`src/rtl/frame_scheduler.sv`:
```
`default_nettype none
// ============================================================================
// frame_scheduler : captures toggle-flagged 128-bit TPIU frames from the trace
//   domain into a FIFO and streams them out as 16-bit words (LSB word first).
//   Optional header word per frame: define FRAME_SCHEDULER_HDR_EN.
// Revision: 1.0
// ============================================================================
module frame_scheduler #(
  parameter int FIFO_DEPTH = 4
) (
  input  logic         clk,
  input  logic         rstn,
  input  logic         PkAvail,
  input  logic [127:0] Packet,
  input  logic         enable,
  output logic [15:0]  dataOut,
  output logic         dataValid,
  input  logic         dataReady,
  output logic         frameStart,
  output logic         lostFrame,
  output logic [7:0]   dropCount
);

  localparam int PTR_W = $clog2(FIFO_DEPTH);
  localparam logic [PTR_W:0] c_DEPTH = (PTR_W+1)'(FIFO_DEPTH);
  localparam logic [PTR_W:0] c_ONE   = (PTR_W+1)'(1);

  typedef enum logic [1:0] {
    S_IDLE = 2'd0,
`ifdef FRAME_SCHEDULER_HDR_EN
    S_HDR  = 2'd1,
`endif
    S_WORD = 2'd2
  } state_t;

  logic           r_pkSync1, r_pkSync2, r_pkSync3;
  logic [127:0]   r_mem [FIFO_DEPTH];
  logic [PTR_W:0] r_wrPtr, r_rdPtr;
  logic           r_lostFrame;
  logic [7:0]     r_dropCount;
  state_t         r_state;
  logic [2:0]     r_idx;
  logic           r_dataValid;
  logic           r_frameStart;
  logic [15:0]    r_dataOut;
`ifdef FRAME_SCHEDULER_HDR_EN
  logic [7:0]     r_seq;
`endif

  logic [PTR_W:0]   w_count;
  logic [PTR_W-1:0] w_rdNextIdx;
  logic [127:0]     w_head;
  logic [2:0]       w_idxInc;
  logic             w_toggle, w_full, w_accept, w_pop, w_push, w_drop, w_nextAvail;

  assign w_toggle    = r_pkSync2 ^ r_pkSync3;
  assign w_count     = r_wrPtr - r_rdPtr;
  assign w_full      = (w_count == c_DEPTH);
  assign w_accept    = r_dataValid & dataReady;
  assign w_pop       = w_accept && (r_state == S_WORD) && (r_idx == 3'd7);
  // A pop in the same cycle frees the slot the incoming frame needs.
  assign w_push      = w_toggle && enable && (!w_full || w_pop);
  assign w_drop      = w_toggle && enable && w_full && !w_pop;
  assign w_rdNextIdx = r_rdPtr[PTR_W-1:0] + PTR_W'(1);
  assign w_head      = r_mem[r_rdPtr[PTR_W-1:0]];
  assign w_idxInc    = r_idx + 3'd1;
  assign w_nextAvail = (w_count > c_ONE) || w_push;

`ifndef FRAME_SCHEDULER_HDR_EN
  logic [127:0] w_nextHead;
  // With only the popping frame stored, the next head is the frame arriving now.
  assign w_nextHead = (w_count > c_ONE) ? r_mem[w_rdNextIdx] : Packet;
`endif

  always_ff @(posedge clk or negedge rstn) begin
    if (!rstn) begin
      r_pkSync1 <= 1'b0;
      r_pkSync2 <= 1'b0;
      r_pkSync3 <= 1'b0;
    end else begin
      r_pkSync1 <= PkAvail;
      r_pkSync2 <= r_pkSync1;
      r_pkSync3 <= r_pkSync2;
    end
  end

  always_ff @(posedge clk) begin
    if (w_push) r_mem[r_wrPtr[PTR_W-1:0]] <= Packet;
  end

  always_ff @(posedge clk or negedge rstn) begin
    if (!rstn) begin
      r_wrPtr     <= '0;
      r_rdPtr     <= '0;
      r_lostFrame <= 1'b0;
      r_dropCount <= 8'd0;
    end else begin
      if (w_push) r_wrPtr <= r_wrPtr + c_ONE;
      if (w_pop)  r_rdPtr <= r_rdPtr + c_ONE;
      r_lostFrame <= w_drop;
      if (w_drop && (r_dropCount != 8'hFF)) r_dropCount <= r_dropCount + 8'd1;
    end
  end

  always_ff @(posedge clk or negedge rstn) begin
    if (!rstn) begin
      r_state      <= S_IDLE;
      r_idx        <= 3'd0;
      r_dataValid  <= 1'b0;
      r_frameStart <= 1'b0;
      r_dataOut    <= 16'h0000;
`ifdef FRAME_SCHEDULER_HDR_EN
      r_seq        <= 8'd0;
`endif
    end else begin
      case (r_state)
        S_IDLE: begin
          if (w_count != '0) begin
`ifdef FRAME_SCHEDULER_HDR_EN
            r_state   <= S_HDR;
            r_dataOut <= {8'hA5, r_seq};
`else
            r_state   <= S_WORD;
            r_dataOut <= w_head[15:0];
`endif
            r_idx        <= 3'd0;
            r_dataValid  <= 1'b1;
            r_frameStart <= 1'b1;
          end
        end
`ifdef FRAME_SCHEDULER_HDR_EN
        S_HDR: begin
          if (w_accept) begin
            r_seq        <= r_seq + 8'd1;
            r_state      <= S_WORD;
            r_idx        <= 3'd0;
            r_dataOut    <= w_head[15:0];
            r_frameStart <= 1'b0;
          end
        end
`endif
        S_WORD: begin
          if (w_accept) begin
            if (r_idx == 3'd7) begin
              r_idx <= 3'd0;
              if (w_nextAvail) begin
`ifdef FRAME_SCHEDULER_HDR_EN
                r_state   <= S_HDR;
                r_dataOut <= {8'hA5, r_seq};
`else
                r_dataOut <= w_nextHead[15:0];
`endif
                r_frameStart <= 1'b1;
              end else begin
                r_state      <= S_IDLE;
                r_dataValid  <= 1'b0;
                r_frameStart <= 1'b0;
              end
            end else begin
              r_idx        <= w_idxInc;
              r_dataOut    <= w_head[{w_idxInc, 4'b0000} +: 16];
              r_frameStart <= 1'b0;
            end
          end
        end
        default: begin
          r_state      <= S_IDLE;
          r_dataValid  <= 1'b0;
          r_frameStart <= 1'b0;
        end
      endcase
    end
  end

  assign dataOut    = r_dataOut;
  assign dataValid  = r_dataValid;
  assign frameStart = r_frameStart;
  assign lostFrame  = r_lostFrame;
  assign dropCount  = r_dropCount;

endmodule
`default_nettype wire

```
`config.mk`:
```
export PLATFORM = sky130hd
export DESIGN_NAME = frame_scheduler
export DESIGN_NICKNAME = d
export VERILOG_FILES = /design/src/rtl/frame_scheduler.sv
export SDC_FILE = /design/constraint.sdc
export NUM_CORES = 1
export LEC_CHECK = 0
export BUFFER_PORTS_ARGS = -buffer_cell sky130_fd_sc_hd__buf_4
export CAP_MARGIN = 30
export CELL_PAD_IN_SITES_DETAIL_PLACEMENT = 1
export CELL_PAD_IN_SITES_GLOBAL_PLACEMENT = 1
export CORE_ASPECT_RATIO = 1.75
export CORE_MARGIN = 10
export CORE_UTILIZATION = 50
export CTS_CLUSTER_SIZE = 24
export DETAILED_ROUTE_END_ITERATION = 8
export PLACE_DENSITY_LB_ADDON = 0.1
export SYNTH_ARGS = -nofsm -noshare
export SYNTH_HDL_FRONTEND = slang
export SYNTH_SLANG_ARGS = --single-unit
export TNS_END_PERCENT = 20
```
`constraint.sdc`:
```
create_clock -name clk -period 14.45 [get_ports clk]
set_input_delay 1.445 -clock clk [delete_from_list [all_inputs] [get_ports clk]]
set_output_delay 1.445 -clock clk [all_outputs]
set_load 0.02 [all_outputs]
```
# After elaboration in Yosys (flattened, before gate mapping)
# Memory sizes are Yosys's and may differ from the RTL's.
# Cells that the tools add are included.
# totals
register_bits	41
ram_bits	512
in_bits	133
out_inout_bits	27
elab_cells	76
memories	1
# memory_table
memory	words	word_bits	rd	rd_clocked_by_memory_dff	write_ports	line	source
r_mem	4	128	2	0	1	37	logic [127:0] r_mem [FIFO_DEPTH];
# op_classes
addsub	6
order_cmp	1
eq_ne	9
shifts	1
mux	26
bitwise	2
reduce_logical	18
# ops
operator	n
indexed part select 128 x 8 -> 16 bit	1
two-way mux 16 bit	5
case mux 16 bit (2 select lines)	1
adder 3 x 1 -> 3 bit, second input constant	3
two-way mux 1 bit	9
two-way mux 3 bit	3
adder 8 x 1 -> 8 bit, second input constant	1
two-way mux 2 bit	4
!= test 8 bit, second input constant	1
AND reduction 4 bit	2
logical AND 1 bit	7
equality test 3 bit, second input constant	2
!= test 2 bit, second input constant	3
case mux 3 bit (2 select lines)	1
case mux 1 bit (2 select lines)	2
case mux 2 bit (2 select lines)	1
> comparator 3 x 1 -> 1 bit, second input constant	1
!= test 3 bit, second input constant	1
AND reduction 3 bit	1
nonzero test 3 bit	1
subtractor 3 bit	1
adder 2 x 1 -> 2 bit, second input constant	1
equality test 2 bit, second input constant	1
logical NOT 1 bit	2
other kinds (7)	8

# Depth between registers and ports, before layout
# Gate-level depths: netlist of the first run.
# depth
word_depth	10
ltp_mapped	10
ltp_nobuf	8

# Worst setup path after synthesis of the first run
# Ideal clock, no wire load.
# synth_path
path_kind	in2reg
from	input dataReady
to	memory r_mem[3][0], enable pin
setup_time_ns	0.504
t_arrival_ns	5.411
required_time_ns	13.946
slack_ns	8.535
cell_stages	5
path_buffers	1
cell_sequence	clkbuf_1 nand3_1 nand4b_4 nor2b_1 and2_1
# synth_via
elab_chain_cells	7
# synth_lines
item	line	source
from (decl)	18	input logic dataReady,
AND 1 bit	59	assign w_accept = r_dataValid & dataReady;
logical AND 1 bit (2 in a row)	60	assign w_pop = w_accept && (r_state == S_WORD) && (r_idx == 3'd7);
logical OR 1 bit	62	assign w_push = w_toggle && enable && (!w_full || w_pop);
logical AND 1 bit	62	
two-way mux 1 bit	88	if (w_push) r_mem[r_wrPtr[PTR_W-1:0]] <= Packet;
two-way mux 1 bit (implied by the code)	88	
to (decl)	37	
# Every way passes these cells.

# Final worst setup path of the first run
# layout_path
from	register r_idx[0]
to	memory r_mem[3][104], enable pin
# layout_via
elab_chain_cells	6
# layout_lines
item	line	source
from (decl)	42	logic [2:0] r_idx;
from (signal assigned)	160	r_idx <= w_idxInc;
equality test 3 bit	60	
logical AND 1 bit	60	
logical OR 1 bit	62	
logical AND 1 bit	62	
two-way mux 1 bit	88	
two-way mux 1 bit (implied by the code)	88	
# Every way passes these cells.

==> impl_metrics.py, run 1 <==
metrics = {
    "detailed_routing": {
        "drt_iter0_drc": 707,
        "totalWireLength_um": 52400,
        "drc": 0,
        "vias_per_cell": 5.99,
        "drtPass1Iterations": 5,
        "wl_per_cell_um": 27.9,
        "dr_total_vias": 11200,
        "postRouteAntennaNets": 0,
    },
    "placed_design": {
        "gp_congestion": 0.784,
        "port_buffers": 159,
        "dp_hpwl_um": 34100,
        "place_ws_ns": 9.15,
    },
    "die": {
        "die_height_um": 299,
        "core_area_um2": 44200,
        "die-area_um2": 53700,
        "rows": 102,
        "initial_core_util_pct": 50.4,
        "die_w_um": 179,
        "io_pins": 160,
    },
    "flow_run": {
        "drv_cap": 0,
    },
    "cells_and_area": {
        "area_delta_synth_final_pct": 14.6,
        "diodes": 0,
        "final_layout_size_suffix_gt1_share_pct": 30.6,
        "final_nets": 1411,
        "finish.utilization_pct": 57.8,
    },
    "min_path": {
        "hold-path-cell-count": 0,
        "hp-start": "r_pkSync1$_DFF_PN0_",
        "holdCritPathClass": "reg -> reg",
        "hold_path_end": "r_pkSync2$_DFF_PN0_",
    },
    "sta": {
        "tns_ns": 0,
        "relSlewSlack_pct": 33.1,
        "hold_ws_ns": 0.369,
        "setup_viol": 0,
        "worst_slew_pin_slew_ns": 1.00,
        "rsz0062_at_grt": "false",
        "finalClockSkew_ns": 0.0171,
        "slew_viol_final": 0,
        "clock.fmax_ghz": 0.206,
        "finalCritPeriodShare_pct": 33.6,
        "setup_ws_ns": 9.59,
        "fin_crit_ns": 4.86,
        "final_hold_viol_count": 0,
    },
    "grt": {
        "overflow": 0,
        "gr-usage-all-layers_pct": 19.3,
        "grt_max_degree": 127,
        "grt_first_pass_wirelength_um": 79500,
        "grt_pass1_vias": 12600,
        "antenna_found_initial": 0,
    },
    "cts": {
        "clk_pin_slew_worst_paths_ns": 0.06,
        "cts_root_buf": "clkbuf_16",
        "cts.sinks": 551,
        "clock_path_buffers": 3,
        "cts_max_level": 2,
        "numCtsBuffers": 49,
        "cts_hold_buf": 0,
        "cts_resized": 0,
        "worstSkewPairLatency_ns": 0.57,
        "cts_tree": "done",
        "postCtsSetupRepairBufs": 0,
    },
    "worst_setup_path": {
        "rr_worst_depth": 8,
        "worstSetupStartpointType": "flop",
        "crit_path_max_incr_delay_ns": 0.92,
        "cpLargestDelayFamily": "simple AND/OR/NAND/NOR gates",
        "worst-r2r-setup-slack_ns": 9.59,
        "cp.arrival_ns": 5.06,
        "crit_chain": "ha_1, ha_1, nand3_1, nand4b_4, nor2b_1, and2_4, buf_4, buf_4",
        "critPathSlowestCell": "dfrtp_2",
        "endpoint_kind": "flop",
        "r2r_start": "r_idx[0]$_DFFE_PN0P_",
        "r2r-end": "r_mem[3][104]$_DFFE_PP_",
        "crit_path_max_fanout": 49,
        "crit_required_ns": 14.65,
        "critical_path_class": "reg -> reg",
        "cp_num_buf_inv": 2,
    },
    "synth": {
        "synth_cell_type_count": 48,
        "yosys.area.top_type": "edfxtp_1",
        "netlist_instances": 1108,
        "yosysTopAreaCellShare_pct": 69.1,
        "synthesis.nets": 1251,
        "yosys.area_share.adder_pct": 0.596,
        "avgSynthCellArea_um2": 20.1,
        "yosysWarnings": 0,
        "synth.ff_latch_count": 551,
        "synth-compound-area-share_pct": 4.41,
        "synth-simple-area-share_pct": 3.63,
        "synthMuxAreaShare_pct": 15.2,
        "yosysSeqAreaShare_pct": 73.5,
        "synth_top_family_by_area": "multiplexers",
        "synth_area_leaders": "edfxtp_1 (69%), mux4_2 (11%), dfrtp_1 (4.4%)",
        "syn_area_um2": 22300,
        "synth_xor_area_share_pct": 0.573,
    },
    "power": {
        "pwr-share-comb_pct": 34.5,
        "ir_worst_vdd_mv": 0.199,
        "p_clk_share_pct": 24.6,
        "internal_power_mw": 3.50,
        "switchingPower_mw": 1.74,
        "leakagePower_nw": 8.54,
        "p_per_area_nw_per_um2": 205,
        "swShare_pct": 33.2,
        "power_mw": 5.24,
        "seqPwrFrac_pct": 40.9,
    },
    "outcome": {
        "run_status": "finished, final reports clean",
    },
}
-- worst max-delay path by stage --
stage / from / end / cells past startpoint
final: r_idx[0]$_DFFE_PN0P_ / r_mem[3][104]$_DFFE_PP_ / 8
after global routing: r_idx[0]$_DFFE_PN0P_ / r_mem[3][104]$_DFFE_PP_ / 8
after CTS: r_idx[0]$_DFFE_PN0P_ / r_mem[3][104]$_DFFE_PP_ / 8
after detailed placement: enable / r_mem[3][118]$_DFFE_PP_ / 6
after global placement: enable / r_mem[3][72]$_DFFE_PP_ / 6
after floorplan: dataReady / r_mem[3][0]$_DFFE_PP_ / 5
-- cells in the mapped netlist, drive strengths merged --
cell     number
xor2          3
or2          17
a21o          1
a22oi        16
o21ai         7
o22a         16
a311oi        1
nand2b        1
nor2         36
or3b          1
and4          1
dfrtp        39
edfxtp      512
nand3         2
mux2i        80
mux2          4
clkbuf       19
xnor3         1
mux4        112
a221oi       32
xnor2         9
or3          17
and3          2
buf          51
ha            9
fa            1
inv           4
o2111ai      16
nor2b         5
nand2        44
and2          7
nand3b        1
a21oi         2
a31oi        17
nand4        21
nand4b        1
-- worst register-to-register path, delay by kind of cell, from the launching register on --
family	cells	cell delay, ns
adders and majority gates	2	0.47
buffers and inverters	2	1.44
DFF	1	0.92
and+or+nand+nor	4	1.62
-- power by group through the flow --
stage / combinational (mW) / sequential, mW / clock [mW]
after floorplan: 1.32 / 2.14 / 0
after global placement: 1.81 / 2.17 / 0
after detailed placement: 1.84 / 2.18 / 0
after CTS: 1.85 / 2.15 / 1.32
after global routing: 1.96 / 2.17 / 1.38
final: 1.81 / 2.15 / 1.29
-- cells in the final DEF (no fill, tap or decap), drive strengths merged, types with 20 or more instances in the layout --
master    n
buf     179
mux2i    80
clkinv   20
nand2    44
a221oi   32
edfxtp  512
dfrtp    39
nor2     36
clkbuf   57
nand4    21
mux4    112
-- metrics by stage --
stage	std cells	instance area (um^2)
floorplan	1108	22300
global placement	1786	23900
detailed placement	1789	23900
CTS	1876	25500
global route	1876	25500
finish	1876	25500
-- area by class of cell --
cell class	instances	area [um^2]
fillers	3858	18600
flip-flops and latches	551	16400
multi-input cells	483	5440
repair buffers	179	1410
clock buffers	57	1280
well taps	572	716
clock inverters	30	299
inverters	4	15.0
-- cells by family after synthesis --
| family | Yosys count |
|---|---|
| and+or+nand+nor | 156 |
| adders and majority gates | 10 |
| AOI/OAI and AO/OA | 108 |
| buffers and inverters | 74 |
| xor gates and xnor gates | 13 |
| muxes | 196 |
| DFF | 551 |
-- state kept, by name (all words and copies together), names as in the netlist --
signal	flops
lostFrame	1
r_pkSync2	1
r_pkSync1	1
dropCount	8
r_idx	3
frameStart	1
r_state	1
dataOut	16
r_wrPtr	3
r_mem	512
r_rdPtr	3
r_pkSync3	1
-- routing by layer --
layer	track usage (%)	vias up	share of wire [%]
li1	-	4910	-
met1	23.3	5907	39
met5	0	-	0
met4	7.01	0	3.5
met2	34.2	317	53
met3	2.90	95	4.2
(Power assumes the default switching activity.)
==> inputs of run 2 (changes only) <==
clock period = 4.7 ns   (was 14.45 ns; I/O delays follow)
==> run 2 against run 1 <==
  * Combinational power increased to 3.2 times the previous value
  * Global-route usage increased by 0.52 points
  * Worst hold slack got worse by 0.27 ns
  * Worst setup slack got worse by 8.4 ns
  * Sequential power increased to 3.0 times the previous value
  * Clock power increased to 3.0 times the previous value
  * Core utilization increased by 0.16 points
  * Highest routed layer unchanged
==> impl_metrics.py, run 2 (synthesis results as in run 1) <==
metrics = {
    "sta": {
        "rsz0062_at_grt": "false",
        "slew_viol_final": 0,
        "worst_slew_pin_slew_ns": 0.918,
        "finalClockSkew_ns": 0.0168,
        "clock.fmax_ghz": 0.288,
        "final_hold_viol_count": 0,
        "setup_viol": 0,
        "fin_crit_ns": 3.47,
        "relSlewSlack_pct": 38.8,
        "finalCritPeriodShare_pct": 73.9,
    },
    "die": {
        "rows": 102,
        "die_w_um": 179,
        "io_pins": 160,
        "core_area_um2": 44200,
        "die_height_um": 299,
        "initial_core_util_pct": 50.4,
        "die-area_um2": 53700,
    },
    "detailed_routing": {
        "drtPass1Iterations": 5,
        "postRouteAntennaNets": 0,
        "drc": 0,
        "vias_per_cell": 5.98,
        "dr_total_vias": 11300,
        "drt_iter0_drc": 685,
        "wl_per_cell_um": 28.5,
        "totalWireLength_um": 53800,
    },
    "cts": {
        "cts.sinks": 551,
        "worstSkewPairLatency_ns": 0.57,
        "numCtsBuffers": 49,
        "cts_tree": "done",
        "postCtsSetupRepairBufs": 0,
        "cts_max_level": 2,
        "clk_pin_slew_worst_paths_ns": 0.07,
        "clock_path_buffers": 3,
        "cts_root_buf": "clkbuf_16",
    },
    "grt": {
        "grt_max_degree": 80,
        "grt_first_pass_wirelength_um": 81200,
        "antenna_found_initial": 0,
        "overflow": 0,
        "gr-usage-all-layers_pct": 19.8,
        "grt_pass1_vias": 12600,
    },
    "cells_and_area": {
        "largest_reg_flops": 512,
        "final_common_cell": "edfxtp_1",
        "area_delta_synth_final_pct": 15.0,
        "stdcell_area_um2": 25600,
        "final_nets": 1422,
        "final_layout_size_suffix_gt1_share_pct": 30.7,
        "finish.utilization_pct": 57.9,
        "layout_common_cells": "edfxtp_1 (512), buf_4 (180), mux4_2 (109)",
        "diodes": 0,
        "fin_cells": 1889,
    },
    "worst_setup_path": {
        "crit_path_max_fanout": 61,
        "cp.arrival_ns": 3.69,
        "critical_path_class": "reg -> reg",
        "worstSetupStartpointType": "flop",
        "crit_required_ns": 4.92,
        "endpoint_kind": "flop",
    },
    "power": {
        "p_per_area_nw_per_um2": 632,
        "p_clk_share_pct": 23.9,
        "leakagePower_nw": 8.58,
        "swShare_pct": 33.4,
        "ir_worst_vdd_mv": 0.381,
        "power_mw": 16.2,
        "pwr-share-comb_pct": 35.9,
        "seqPwrFrac_pct": 40.2,
        "internal_power_mw": 10.8,
        "switchingPower_mw": 5.39,
    },
    "placed_design": {
        "dp_hpwl_um": 34700,
        "numPlacedInstances": 1798,
        "placed_area_um2": 24000,
        "port_buffers": 159,
        "gp_congestion": 0.768,
    },
    "min_path": {
        "holdCritPathClass": "in -> reg",
    },
    "outcome": {
        "run_status": "finished, final reports clean",
    },
    "flow_run": {
        "drv_cap": 0,
    },
}
[run 2: changes by cell type in the layout (fill, tap and decap cells not counted), sizes merged, moves of 2 or more]
cell / change
buf: +9
clkbuf: +11
clkinvlp: -3
clkinv: -6
dlygate4sd3: +2
[run 2: cell type report]
| cell class | count | area, um^2 |
|---|---|---|
| Fill cell | 3862 | 18600 |
| Clock buffer | 68 | 1320 |
| Timing Repair Buffer | 190 | 1530 |
| Inverter | 4 | 15.0 |
| Sequential cell | 551 | 16400 |
| Clock inverter | 21 | 209 |
| Multi-Input combinational cell | 483 | 5440 |
| Tap cell | 572 | 716 |
[run 2: metal layers]
layer	part of all wire (%)	global-route usage [%]	up-vias	wire (um)
li1	-	-	4933	-
met1	39	24.4	5980	21000
met2	54	35.2	325	29000
met3	4.5	2.93	62	2390
met4	2.6	6.16	0	1400
met5	0	0	-	0
[run 2: repair_timing]
action / in CTS / in global routing
endpoints found under the hold margin: 40 / 0
resized for setup: 0 / 0
hold buffers: 2 / 0
[run 2: power by group through the flow]
| stage | Clock (mW) | Sequential (mW) | Combinational, mW |
|---|---|---|---|
| 5_1_grt | 4.15 | 6.56 | 6.23 |
| 4_1_cts | 3.96 | 6.51 | 5.90 |
| 6_report | 3.86 | 6.50 | 5.80 |
| 2_1_floorplan | 0 | 6.58 | 4.06 |
| 3_5_place_dp | 0 | 6.61 | 5.86 |
| 3_3_place_gp | 0 | 6.55 | 5.76 |
[run 2: path summary, 6_finish.rpt]
check	cells past startpoint	slack, ns	startpoint	endpoint
max	7	1.23	r_rdPtr[0]$_DFFE_PN0P_	r_mem[2][8]$_DFFE_PP_
min	1	0.1	Packet[39]	r_mem[0][39]$_DFFE_PP_
max reg2reg	7	1.23	r_rdPtr[0]$_DFFE_PN0P_	r_mem[2][8]$_DFFE_PP_
min reg2reg	0	0.37	r_pkSync1$_DFF_PN0_	r_pkSync2$_DFF_PN0_
max in group asynchronous	2	3.79	rstn	r_rdPtr[0]$_DFFE_PN0P_
min in group asynchronous	2	0.45	rstn	dropCount[0]$_DFFE_PN0P_
[run 2: per-stage QoR]
step / hold slack (ns) / setup TNS, ns / worst slack, ns
after floorplan: 0.174 / -205.99 / -0.536
after global placement: 0.337 / 0 / 1.30
after detailed placement: 0.367 / 0 / 1.21
after CTS: 0.0675 / 0 / 1.20
after global routing: 0.0775 / 0 / 1.01
final: 0.0960 / 0 / 1.23
[run 2: critical path: stages (launching register included)]
cell and delay [ns]:
dfrtp_4 0.65, ha_1 0.28, fa_1 0.38, xnor3_1 0.27, nand4b_4 0.18, nor2b_1 0.46, and2_4 0.45, buf_12 0.37
